## src/rtl/dataless_chain_arbiter_if.sv

```systemverilog
// Handshake bundle between dataless requesters, the shared chain entry and its credit return.
// The master modport is the arbiter's view; the slave modport is the surrounding environment.
interface dataless_chain_arbiter_if #(
    parameter int NUM_INPUTS   = 4,
    parameter int MAX_INFLIGHT = 4,
    parameter int INDEX_WIDTH  = (NUM_INPUTS > 1) ? $clog2(NUM_INPUTS) : 1,
    parameter int CNT_WIDTH    = $clog2(MAX_INFLIGHT + 1)
);
    logic [NUM_INPUTS-1:0]  ins_valid;
    logic [NUM_INPUTS-1:0]  ins_ready;
    logic                   outs_valid;
    logic                   outs_ready;
    logic [INDEX_WIDTH-1:0] index;
    logic                   ret_valid;
    logic [CNT_WIDTH-1:0]   inflight;
    logic                   err;

    modport master (
        input  ins_valid, outs_ready, ret_valid,
        output ins_ready, outs_valid, index, inflight, err
    );

    modport slave (
        output ins_valid, outs_ready, ret_valid,
        input  ins_ready, outs_valid, index, inflight, err
    );
endinterface

```

## src/rtl/dataless_chain_arbiter.sv

```systemverilog
// Round-robin arbiter plus credit counter feeding one shared dataless OEHB chain.
// Optional sticky protocol checking is enabled by defining DATALESS_ARB_ERR_EN.
module dataless_chain_arbiter #(
    parameter int NUM_INPUTS   = 4,
    parameter int MAX_INFLIGHT = 4,
    parameter int INDEX_WIDTH  = (NUM_INPUTS > 1) ? $clog2(NUM_INPUTS) : 1,
    parameter int CNT_WIDTH    = $clog2(MAX_INFLIGHT + 1)
) (
    input  logic                     clk,
    input  logic                     rst,
    dataless_chain_arbiter_if.master bus
);

    typedef enum logic {
        IDLE = 1'b0,
        HOLD = 1'b1
    } state_t;

    state_t                 r_state;
    logic [INDEX_WIDTH-1:0] r_ptr;
    logic [INDEX_WIDTH-1:0] r_lidx;
    logic [CNT_WIDTH-1:0]   r_cnt;

    logic                   w_credit;
    logic                   w_found;
    logic [INDEX_WIDTH-1:0] w_winner;
    logic [INDEX_WIDTH-1:0] w_candIdx;
    logic                   w_outValid;
    logic [INDEX_WIDTH-1:0] w_index;
    logic [NUM_INPUTS-1:0]  w_ready;
    logic                   w_xfer;
    logic [INDEX_WIDTH-1:0] w_nextPtr;

    assign w_credit = (r_cnt < CNT_WIDTH'(MAX_INFLIGHT));

    // First valid requester at or above ptr, wrapping modulo NUM_INPUTS.
    always_comb begin
        w_found   = 1'b0;
        w_winner  = '0;
        w_candIdx = '0;
        for (int i = 0; i < NUM_INPUTS; i++) begin
            if (int'(r_ptr) + i >= NUM_INPUTS)
                w_candIdx = r_ptr + INDEX_WIDTH'(i) - INDEX_WIDTH'(NUM_INPUTS);
            else
                w_candIdx = r_ptr + INDEX_WIDTH'(i);
            if (!w_found && bus.ins_valid[w_candIdx]) begin
                w_found  = 1'b1;
                w_winner = w_candIdx;
            end
        end
    end

    // Outputs are combinational and held at zero for as long as reset is asserted.
    always_comb begin
        w_outValid = 1'b0;
        w_index    = '0;
        w_ready    = '0;
        if (rst) begin
            if (r_state == HOLD) begin
                w_outValid = 1'b1;
                w_index    = r_lidx;
            end else if (w_credit && w_found) begin
                w_outValid = 1'b1;
                w_index    = w_winner;
            end
            if (w_outValid)
                w_ready[w_index] = bus.outs_ready;
        end
    end

    assign w_xfer    = w_outValid & bus.outs_ready;
    assign w_nextPtr = (w_index == INDEX_WIDTH'(NUM_INPUTS - 1)) ? '0 : w_index + INDEX_WIDTH'(1);

    always_ff @(posedge clk or negedge rst) begin
        if (!rst) begin
            r_state <= IDLE;
            r_ptr   <= '0;
            r_lidx  <= '0;
            r_cnt   <= '0;
        end else begin
            case (r_state)
                IDLE: begin
                    if (w_outValid && !bus.outs_ready) begin
                        r_lidx  <= w_winner;
                        r_state <= HOLD;
                    end
                end
                HOLD: begin
                    if (bus.outs_ready)
                        r_state <= IDLE;
                end
                default: r_state <= IDLE;
            endcase

            if (w_xfer)
                r_ptr <= w_nextPtr;

            // A return with an empty counter and no transfer is dropped.
            if (w_xfer && !bus.ret_valid)
                r_cnt <= r_cnt + CNT_WIDTH'(1);
            else if (!w_xfer && bus.ret_valid && (r_cnt != '0))
                r_cnt <= r_cnt - CNT_WIDTH'(1);
        end
    end

`ifdef DATALESS_ARB_ERR_EN
    logic r_err;

    always_ff @(posedge clk or negedge rst) begin
        if (!rst) begin
            r_err <= 1'b0;
        end else if ((!w_xfer && bus.ret_valid && (r_cnt == '0)) ||
                     ((r_state == HOLD) && !bus.ins_valid[r_lidx])) begin
            r_err <= 1'b1;
        end
    end

    assign bus.err = r_err;
`else
    assign bus.err = 1'b0;
`endif

    assign bus.outs_valid = w_outValid;
    assign bus.index      = w_index;
    assign bus.ins_ready  = w_ready;
    assign bus.inflight   = r_cnt;

endmodule

```

## src/flat_wrapper.sv

```systemverilog
// flat-port wrapper written by rule: the top's interface ports become plain ports
module dataless_chain_arbiter_flat 
#(
    parameter int NUM_INPUTS   = 4,
    parameter int MAX_INFLIGHT = 4,
    parameter int INDEX_WIDTH  = (NUM_INPUTS > 1) ? $clog2(NUM_INPUTS) : 1,
    parameter int CNT_WIDTH    = $clog2(MAX_INFLIGHT + 1)
)
  (clk, rst, bus_ins_valid, bus_outs_ready, bus_ret_valid, bus_ins_ready, bus_outs_valid, bus_index, bus_inflight, bus_err);
  dataless_chain_arbiter_if #(.NUM_INPUTS(NUM_INPUTS), .MAX_INFLIGHT(MAX_INFLIGHT), .INDEX_WIDTH(INDEX_WIDTH), .CNT_WIDTH(CNT_WIDTH)) bus_i ();
  input  logic clk;
  input  logic rst;
  input wire logic [$bits(bus_i.ins_valid)-1:0] bus_ins_valid;
  input wire logic [$bits(bus_i.outs_ready)-1:0] bus_outs_ready;
  input wire logic [$bits(bus_i.ret_valid)-1:0] bus_ret_valid;
  output wire logic [$bits(bus_i.ins_ready)-1:0] bus_ins_ready;
  output wire logic [$bits(bus_i.outs_valid)-1:0] bus_outs_valid;
  output wire logic [$bits(bus_i.index)-1:0] bus_index;
  output wire logic [$bits(bus_i.inflight)-1:0] bus_inflight;
  output wire logic [$bits(bus_i.err)-1:0] bus_err;
  assign bus_i.ins_valid = bus_ins_valid;
  assign bus_i.outs_ready = bus_outs_ready;
  assign bus_i.ret_valid = bus_ret_valid;
  assign bus_ins_ready = bus_i.ins_ready;
  assign bus_outs_valid = bus_i.outs_valid;
  assign bus_index = bus_i.index;
  assign bus_inflight = bus_i.inflight;
  assign bus_err = bus_i.err;
  dataless_chain_arbiter #(.NUM_INPUTS(NUM_INPUTS), .MAX_INFLIGHT(MAX_INFLIGHT), .INDEX_WIDTH(INDEX_WIDTH), .CNT_WIDTH(CNT_WIDTH)) u_core (.clk(clk), .rst(rst), .bus(bus_i));
endmodule
```

## config.mk

```make
export PLATFORM = sky130hd
export DESIGN_NAME = dataless_chain_arbiter_flat
export DESIGN_NICKNAME = d
export VERILOG_FILES = /design/src/rtl/dataless_chain_arbiter_if.sv /design/src/rtl/dataless_chain_arbiter.sv /design/src/flat_wrapper.sv
export SDC_FILE = /design/constraint.sdc
export NUM_CORES = 1
export LEC_CHECK = 0
export BUFFER_PORTS_ARGS = -buffer_cell sky130_fd_sc_hd__clkbuf_2
export CAP_MARGIN = 0
export CORE_MARGIN = 5
export CORE_UTILIZATION = 50
export CTS_CLUSTER_DIAMETER = 200
export DETAILED_ROUTE_END_ITERATION = 8
export PLACE_DENSITY = 0.76
export SYNTH_ARGS = -nofsm -noshare
export SYNTH_HDL_FRONTEND = slang
export SYNTH_SLANG_ARGS = --single-unit
```

## constraint.sdc

```tcl
create_clock -name clk -period 5.63 [get_ports clk]
set_input_delay 1.126 -clock clk [delete_from_list [all_inputs] [get_ports clk]]
set_output_delay 1.126 -clock clk [all_outputs]
set_load 0.02 [all_outputs]
```

# After elaboration in Yosys (flattened, before gate mapping)
# Cells that the tools add are included.
# Widths: inputs -> output; s select.
dict set report word_totals {
  out_inout_bits 11
  latch_bits 0
  register_bits 8
  input_bits 8
  wordCells 73
  n_memories 0
  mem_bits_ro 0
  ram_bits 0
}
dict set report op_classes {
  magnitude_cmp 7
  eq_ne 1
  add_sub_neg 6
  bitwise_logic 3
  mul 0
  div 0
  n_reduce_logical 18
  shift 0
  mux 34
}
# operator count
set ops {}
lappend ops {{$mux 2} 9}
lappend ops {{$lt 2x3->1 const B} 5}
lappend ops {{$mux 1} 15}
lappend ops {{$logic_and 1x1->1} 9}
lappend ops {{$bmux 1 s2} 4}
lappend ops {{$mux 4} 2}
lappend ops {{$logic_not 1->1} 6}
lappend ops {{$mux 3} 2}
lappend ops {{$add 2x1->2 const B} 2}
lappend ops {{$add 2x2->2 const B} 2}
lappend ops {{$and 4x4->4} 1}
lappend ops {{$add 3x1->3 const B} 1}
lappend ops {{$lt 3x3->1 const B} 1}
lappend ops {{$reduce_bool 3->1} 1}
lappend ops {{$sub 3x1->3 const B} 1}
lappend ops {{$demux 1 s2} 1}
lappend ops {{$eq 2x2->1 const B} 1}
lappend ops {{$ge 2x1->1 const B} 1}
lappend ops {{$pmux 1 s2} 1}
lappend ops {{$reduce_and 2->1} 1}
lappend ops {{$reduce_bool 2->1} 1}
lappend ops {{$and 1x1->1} 1}
lappend ops {{$not 1->1} 1}

# Longest topological paths before layout
# Gate-level depths: netlist of the first run.
dict set report depth {
  depth_word 23
  mapped_depth 10
  depth_no_buf 8
}

# Worst setup path before layout of the first run
# OpenSTA, ideal clock, no wires.
dict set report synth_path {
  kind {input to output}
  start {input port bus_ins_valid[1]}
  end {output port bus_ins_ready[0]}
  slack_ns 1.996
  arrival_ns 2.508
  path_stages 4
  required_ns 4.504
  n_path_buf 0
  cell_sequence {nor4_2 -> nor3_1 -> a32oi_2 -> nor4bb_1}
}
dict set report synth_via {
  elab_chain_cells 23
  elab_cells_between_ends 37
  cone_classes {order compare: 2; mux: 26; bitwise: 1; reduce/logical: 8}
}
# element line_no
set synth_lines {}
lappend synth_lines {{start: declaration} flat_wrapper.sv:13} ;# input wire logic [$bits(bus_i.ins_valid)-1:0] bus_ins_valid;
lappend synth_lines {{$bmux 1 s2} dataless_chain_arbiter.sv:46} ;# if (!w_found && bus.ins_valid[w_candIdx]) begin
lappend synth_lines {{$mux 1 (not written as such)} dataless_chain_arbiter.sv:46}
lappend synth_lines {{$mux 1} dataless_chain_arbiter.sv:46}
lappend synth_lines {{$logic_not 1->1} dataless_chain_arbiter.sv:46}
lappend synth_lines {{$logic_and 1x1->1} dataless_chain_arbiter.sv:46}
lappend synth_lines {{$mux 1} dataless_chain_arbiter.sv:46}
lappend synth_lines {{$logic_not 1->1} dataless_chain_arbiter.sv:46}
lappend synth_lines {{$logic_and 1x1->1} dataless_chain_arbiter.sv:46}
lappend synth_lines {{[... 7 more ...]} -}
lappend synth_lines {{$mux 2} dataless_chain_arbiter.sv:58} ;# if (rst) begin
lappend synth_lines {{$lt 2x3->1 (not written as such) or $ge 2x1->1 (tied branches)} dataless_chain_arbiter.sv:67} ;# w_ready[w_index] = bus.outs_ready;
lappend synth_lines {{$logic_and 1x1->1 (not written as such)} dataless_chain_arbiter.sv:67}
lappend synth_lines {{$mux 1 (not written as such)} dataless_chain_arbiter.sv:67}
lappend synth_lines {{$demux 1 s2} -}
lappend synth_lines {{$and 4x4->4 (no source line)} -}
lappend synth_lines {{$mux 4 (*)} dataless_chain_arbiter.sv:66} ;# if (w_outValid)
lappend synth_lines {{$mux 4 (*)} dataless_chain_arbiter.sv:58}
lappend synth_lines {{end: declaration} flat_wrapper.sv:16} ;# output wire logic [$bits(bus_i.ins_ready)-1:0] bus_ins_ready;
# Mark *: on every way between the ends. The rest lies on a longest branch, timed or not. The select of a mux whose other input is x is not followed.

# Final worst setup path of the first run
# Same ends and word-level chain as after synthesis.

==> results of run 1 <==
==> kinds of logic after synthesis <==
family                     Yosys count  share of synthesized area
AOI/OAI and AO/OA                   15                     0.1905
xor gates and xnor gates             1                    0.01235
adders and majority gates            2                    0.04585
buffers and inverters                8                    0.07054
DFF                                  8                     0.2822
muxes                                7                     0.1093
other                                1                   0.005286
and+or+nand+nor                     36                     0.2840
==> layout by cell type (no fill, tap or decap), drive strengths merged, types with 2 or more instances in the layout <==
master / instances
clkbuf: 20
dfrtp: 8
inv: 3
mux2: 3
mux2i: 4
nand2: 7
nand2b: 2
nand3: 2
nor2: 7
nor2b: 5
nor3: 3
nor4: 2
o21a: 2
o21ai: 4
==> per-stage QoR <==
stage                     worst slack (ns)    util
final                                1.978  0.6049
after global routing                 1.897  0.6049
after CTS                            1.969  0.6049
after detailed placement             1.970  0.5878
after global placement               1.982  0.5878
after floorplan                      1.996       -
==> layer usage <==
layer / GRT usage / vias up / part of all wire
met2: 0.2701 / 15 / 0.44
li1: - / 308 / -
met5: 0 / - / 0
met3: 0.02256 / 4 / 0.046
met1: 0.2230 / 281 / 0.49
met4: 0.08065 / 0 / 0.022
==> worst max-delay path, cell delays in order <==
cell,delay (ns)
clkbuf_2,0.12
nor4_2,0.40
nor3_1,0.10
a32oi_2,0.33
nor4bb_1,0.23
clkbuf_2,0.21
==> cells in the mapped netlist, types with 2 or more instances <==
| master | count |
|---|---|
| dfrtp_1 | 8 |
| nand2_1 | 7 |
| nor2_1 | 7 |
| nor2b_1 | 5 |
| mux2i_1 | 4 |
| inv_1 | 3 |
| nor3_1 | 3 |
| o21ai_0 | 3 |
| buf_6 | 2 |
| mux2_2 | 2 |
| nand2b_1 | 2 |
| nand3_1 | 2 |
| o21a_1 | 2 |
==> final cells by class <==
cell class              count  area, um2  share of cell area
inverters                   3      11.26             0.01413
well taps                  15      18.77             0.02355
multi-input cells          62      459.2              0.5761
clock buffers               3      22.52             0.02826
flip-flops and latches      8      200.2              0.2512
repair buffers             17      85.08              0.1068
==> registers in the layout (all words and copies together), names as in the netlist <==
register,cells
u_core.bus.inflight,3
u_core.r_lidx,2
u_core.r_ptr,2
u_core.r_state,1
==> path summary, 6_finish.rpt <==
| check | end | slack [ns] |
|---|---|---|
| setup / recovery | bus_ins_ready[0] | 1.98 |
| hold / removal | u_core.r_lidx[0]$_DFFE_PN0P_ | 0.51 |
| setup reg to reg | u_core.bus.inflight[2]$_DFFE_PN0P_ | 3.49 |
| hold reg to reg | u_core.r_lidx[0]$_DFFE_PN0P_ | 0.51 |
| max in group asynchronous | u_core.r_ptr[0]$_DFFE_PN0P_ | 4.63 |
| min in group asynchronous | u_core.r_state$_DFF_PN0_ | 0.76 |
==> report_power, final <==
group	internal, mW	total, mW	switching, mW
combinational	0.0933	0.205	0.112
clock	0.0244	0.0440	0.0196
sequential	0.0841	0.120	0.0361
==> results.sh, run 1 <==
export IMPL_ys_types=41
export IMPL_async_reset_ff_frac=1.000
export IMPL_cts_setup_buffers=0
export IMPL_irDropWorstVdd_uv=216.7
export IMPL_clock_skew_ns=0.002263
export IMPL_finalCritPeriodShare=0.6487
export IMPL_antenna_cells=0
export IMPL_die_h_um=47.67
export IMPL_synth_area_leaders="dfrtp_1 28%, mux2i_1 5.6%, nor2b_1 4.4%"
export IMPL_rows=13
export IMPL_finalSetupTns_ns=0
export IMPL_drive_above_1_share=0.3011
export IMPL_crit_path_max_fanout=5
export IMPL_start_util=0.5385
export IMPL_cts_root_buffer="clkbuf_4"
export IMPL_synthFlopType="dfrtp_1"
export IMPL_h_tree_depth=1
export IMPL_syn_area_um2=709.4
export IMPL_hold_violations=0
export IMPL_ys_seq_area_frac=0.2822
export IMPL_cp_arrival_ns=2.53
export IMPL_critPathLaunchType="input pin"
export IMPL_syn_avg_cell_area_um2=9.095
export IMPL_dieArea_mm2=0.002272
export IMPL_drv_slew=0
export IMPL_setup_viol=0
export IMPL_port_buffers=17
export IMPL_synth_edf_count=0
export IMPL_total_leakage_power_nw=0.3854
export IMPL_final_cell_area_um2=797.0
export IMPL_antenna_found_initial=0
export IMPL_place_congestion=0.6662
export IMPL_drt_iter0_drc=10
export IMPL_critPathLaunch="bus_ins_valid[1]"
export IMPL_synthesis_nets=88
export IMPL_drtPass1Iterations=4
export IMPL_synth_top_area_share=0.2822
export IMPL_ioPinCount=19
export IMPL_fillerInstances=128
export IMPL_yosysWarnings=0
export IMPL_hp_start="u_core.r_lidx[0]$_DFFE_PN0P_"
export IMPL_grt_overflow=0
export IMPL_dp_cells=105
export IMPL_max_freq_mhz=273.8
export IMPL_maxCapViolCount=0
export IMPL_finalNonFillerCells=108
export IMPL_final_nets=105
export IMPL_cp_end_kind="primary output"
export IMPL_worstSetupPathType="input pin to primary output"
export IMPL_vias=608
export IMPL_synthCells=78
export IMPL_clk_latency_ns=0.25
export IMPL_rr_startpoint="u_core.bus.inflight[2]$_DFFE_PN0P_"
export IMPL_critical_path_required_ns=4.50
export IMPL_ctsHoldBuffers=0
export IMPL_post_dp_hpwl_mm=1.196
export IMPL_outcome="finished clean"
export IMPL_routedWlPerCell_um=14.17
export IMPL_grt_max_degree=18
export IMPL_drt_antenna_violating_nets=0
export IMPL_p_total_uw=369.4
export IMPL_syn2layout_area_growth_pct=12.35
export IMPL_clock_sinks=8
export IMPL_cts_buffers=3
export IMPL_hold_path_class="flip-flop to flip-flop"
export IMPL_whs_path_depth=1
export IMPL_drt_wl_total_mm=1.530
export IMPL_vias_per_cell=5.630
export IMPL_synth_largest_area_cell="dfrtp_1"
export IMPL_cts_resized_gates=0
export IMPL_cts_tree="done"
export IMPL_rsz0062_at_grt="false"
export IMPL_grt_total_usage=0.1683
export IMPL_r2r_cells=7
export IMPL_clk_path_buf_depth=2
export IMPL_fp_dieW_um=47.67
export IMPL_grt_pass1_wl_mm=2.663
export IMPL_holdWs_ns=0.5073
export IMPL_placed_area_um2=774.5
export IMPL_grt_pass1_vias=609
export IMPL_coreArea_mm2=0.001318
export IMPL_period_needed_ns=3.652
export IMPL_synth_seq_cells=8
export IMPL_drc=0
export IMPL_pwr_density_cell_mw_per_mm2=463.5
export IMPL_clk_pin_slew_worst_paths_ns=0.05
(Power assumes the default switching activity.)
==> run 2: changes to the inputs <==
- ABC_AREA: default -> 1
- CORE_ASPECT_RATIO: default -> 1.2
- PLACE_DENSITY: 0.76 -> 0.75
- clock period: 5.63 -> 3.7 ns (I/O delays scaled with it)
==> results.sh, run 2 <==
export IMPL_power_internal_uw=353.0
export IMPL_yosys_area_share_simple=0.4712
export IMPL_slowest_delay_ns=0.57
export IMPL_critical_path_required_ns=2.96
export IMPL_hold_path_class="input pin to asynchronous set/reset pin"
export IMPL_drtPass1Iterations=4
export IMPL_synth_common_cells="38 x nand2_1, 16 x inv_1, 14 x nand2_2, 9 x nand3_1, 8 x dfrtp_1"
export IMPL_cts_root_buffer="clkbuf_4"
export IMPL_critPathTopFamily="simple AND/OR/NAND/NOR gates"
export IMPL_hold_violations=0
export IMPL_cts_resized_gates=0
export IMPL_final_common_cell="nand2_1"
export IMPL_place_congestion=0.9644
export IMPL_die_h_um=53.94
export IMPL_dp_slack_ns=0.7209
export IMPL_drt_antenna_violating_nets=0
export IMPL_synth_area_leaders="dfrtp_1 25%, nand2_1 18%, nand2_2 11%"
export IMPL_coreArea_mm2=0.001483
export IMPL_dieArea_mm2=0.002514
export IMPL_grt_max_degree=15
export IMPL_drt_wl_total_mm=1.766
export IMPL_drv_slew=0
export IMPL_crit_path_max_fanout=12
export IMPL_rsz0062_at_grt="false"
export IMPL_power_frac_clock=0.080
export IMPL_irDropWorstVdd_uv=429.6
export IMPL_total_leakage_power_nw=0.5283
export IMPL_grt_pass1_vias=838
export IMPL_synth_most_common_cell="nand2_1"
export IMPL_antenna_cells=0
export IMPL_multi_input_area_um2=510.5
export IMPL_p_total_uw=805.2
export IMPL_p_sw_frac=0.5616
export IMPL_crit_slowest_cell="dfrtp_1"
export IMPL_placed_area_um2=892.1
export IMPL_worstSetupPathType="flip-flop to primary output"
export IMPL_fin_ws_ns=0.6260
export IMPL_cp_end_kind="primary output"
export IMPL_drc=0
export IMPL_synthAdderAreaFrac=0.04044
export IMPL_cp_arrival_ns=2.33
export IMPL_synthFlopType="dfrtp_1"
export IMPL_finalNonFillerCells=157
export IMPL_synth_top_family_by_area="simple AND/OR/NAND/NOR gates"
export IMPL_post_dp_hpwl_mm=1.511
export IMPL_finalCritPeriodShare=0.8308
export IMPL_h_tree_depth=1
export IMPL_async_reset_ff_frac=1.000
export IMPL_ctsHoldBuffers=0
export IMPL_mostFrequentLayoutCells="38 x nand2_1, 17 x clkbuf_2, 16 x inv_1"
export IMPL_synthCells=122
export IMPL_grt_most_used_layer="met2"
export IMPL_setup_viol=0
export IMPL_final_util=0.6169
export IMPL_synth_top_area_share=0.2488
export IMPL_maxCapViolCount=0
export IMPL_final_nets=152
export IMPL_pwr_share_comb=0.689
export IMPL_seq_area_um2=200.2
export IMPL_drt_iter0_drc=7
export IMPL_clk_path_buf_depth=2
export IMPL_pwr_share_seq=0.230
export IMPL_critPathLaunchType="flip-flop"
export IMPL_start_util=0.5426
export IMPL_ioPinCount=19
export IMPL_syn2layout_area_growth_pct=13.69
export IMPL_syn_avg_cell_area_um2=6.594
export IMPL_cts_setup_buffers=0
export IMPL_cts_tree="done"
export IMPL_use_met1=0.1939
export IMPL_dp_cells=154
export IMPL_clock_sinks=8
export IMPL_synth_seq_cells=8
export IMPL_largest_reg_flops=3
export IMPL_fp_dieW_um=46.62
export IMPL_globalRouteMet3Util=0.03010
export IMPL_grt_pass1_wl_mm=3.249
export IMPL_finalSetupTns_ns=0
export IMPL_synthMuxAreaShare=0
export IMPL_outcome="finished clean"
export IMPL_cts_buffers=3
export IMPL_synth_xor_area_frac=0.02022
export IMPL_grtUsageMet2=0.3119
export IMPL_synth_largest_area_cell="dfrtp_1"
export IMPL_crit_chain="inv_2, nand2_1, nand2_2, nand2_2, nand2_2, nor2_4, nand3_1, o221ai_1, nand2_1, nand2_2, inv_2, nor2_2, clkbuf_2"
export IMPL_port_buffers=17
export IMPL_fillerInstances=168
export IMPL_synthesis_nets=132
export IMPL_antenna_found_initial=0
export IMPL_grt_overflow=0
export IMPL_routedWlPerCell_um=11.25
export IMPL_vias=806
export IMPL_syn_area_um2=804.5
export IMPL_ys_types=27
export IMPL_drive_above_1_share=0.3357
export IMPL_clock_skew_ns=0.002013
export IMPL_holdWs_ns=0.3856
export IMPL_p_sw_uw=452.2
export IMPL_vias_per_cell=5.134
export IMPL_yosysWarnings=0
export IMPL_synth_compound_area_frac=0.09798
export IMPL_synth_edf_count=0
export IMPL_pwr_density_cell_mw_per_mm2=880.4
export IMPL_critPathBufInv=3
export IMPL_clk_pin_slew_worst_paths_ns=0.05
export IMPL_critical_path_most_common_cell="nand2_2"
export IMPL_period_needed_ns=3.074
export IMPL_grt_total_usage=0.1802
export IMPL_clk_latency_ns=0.25
export IMPL_ys_seq_area_frac=0.2488
export IMPL_final_cell_area_um2=914.6
export IMPL_max_freq_mhz=325.3
export IMPL_rows=15
==> run 2: changes by cell type in the layout (fill, tap and decap cells not counted), moves of 2 or more <==
| cell | delta |
|---|---|
| nor2b_1 | -5 |
| nor3_1 | -3 |
| mux2_2 | -2 |
| nand2_2 | +14 |
| nand3_1 | +7 |
| mux2i_1 | -4 |
| inv_1 | +13 |
| o21ai_2 | +2 |
| o21ai_1 | +2 |
| inv_2 | +4 |
| nand2b_1 | -2 |
| nand2_1 | +31 |
==> run 2: power groups by stage <==
stage / Combinational, mW / Sequential [mW] / Clock (mW)
finish: 0.555 / 0.186 / 0.0648
global route: 0.631 / 0.194 / 0.0740
CTS: 0.561 / 0.186 / 0.0693
detailed placement: 0.554 / 0.187 / 0
global placement: 0.536 / 0.184 / 0
floorplan: 0.437 / 0.187 / 0
==> run 2: layer usage <==
metal / vias to the layer above / share of wire
li1: 414 / -
met1: 368 / 0.40
met2: 18 / 0.52
met3: 6 / 0.045
met4: 0 / 0.031
met5: - / 0
==> run 2: cell type report <==
| class | instances | area share |
|---|---|---|
| Clock buffer | 3 | 0.02462 |
| Multi-Input combinational cell | 92 | 0.5581 |
| Tap cell | 17 | 0.02326 |
| Timing Repair Buffer | 17 | 0.09302 |
| Inverter | 20 | 0.08208 |
| Sequential cell | 8 | 0.2189 |
==> run 2: path summary, 6_finish.rpt <==
path / startpoint / end / slack (ns) / depth (start not counted)
max in group asynchronous: rst / u_core.r_lidx[0]$_DFFE_PN0P_ / 3.05 / 1
min reg2reg: u_core.r_lidx[1]$_DFFE_PN0P_ / u_core.r_lidx[1]$_DFFE_PN0P_ / 0.49 / 2
min: rst / u_core.bus.inflight[1]$_DFFE_PN0P_ / 0.39 / 1
min in group clk: u_core.r_lidx[1]$_DFFE_PN0P_ / u_core.r_lidx[1]$_DFFE_PN0P_ / 0.49 / 2
max: u_core.r_ptr[0]$_DFFE_PN0P_ / bus_index[1] / 0.63 / 13
max reg2reg: u_core.r_ptr[0]$_DFFE_PN0P_ / u_core.bus.inflight[2]$_DFFE_PN0P_ / 1.28 / 16
==> run 2: logic make-up after synthesis <==
kind of cell / after synthesis
buffers and inverters: 22
adders and majority gates: 2
DFF: 8
AOI/OAI and AO/OA: 13
xor gates and xnor gates: 1
other: 1
and+or+nand+nor: 75
==> run 2: worst reg2reg max path, cell delays in order (launching register included) <==
cell and delay [ns]:
dfrtp_1 0.57, inv_2 0.17, nand2_1 0.09, nand3_1 0.14
nand2_4 0.12, nor2_4 0.05, nand3_2 0.06, nand2_1 0.06
nand2_2 0.10, nand4_2 0.15, fa_1 0.40, inv_1 0.09
nand2_1 0.07, nand2_2 0.08, nand3_1 0.07, nand2_1 0.07
inv_1 0.04
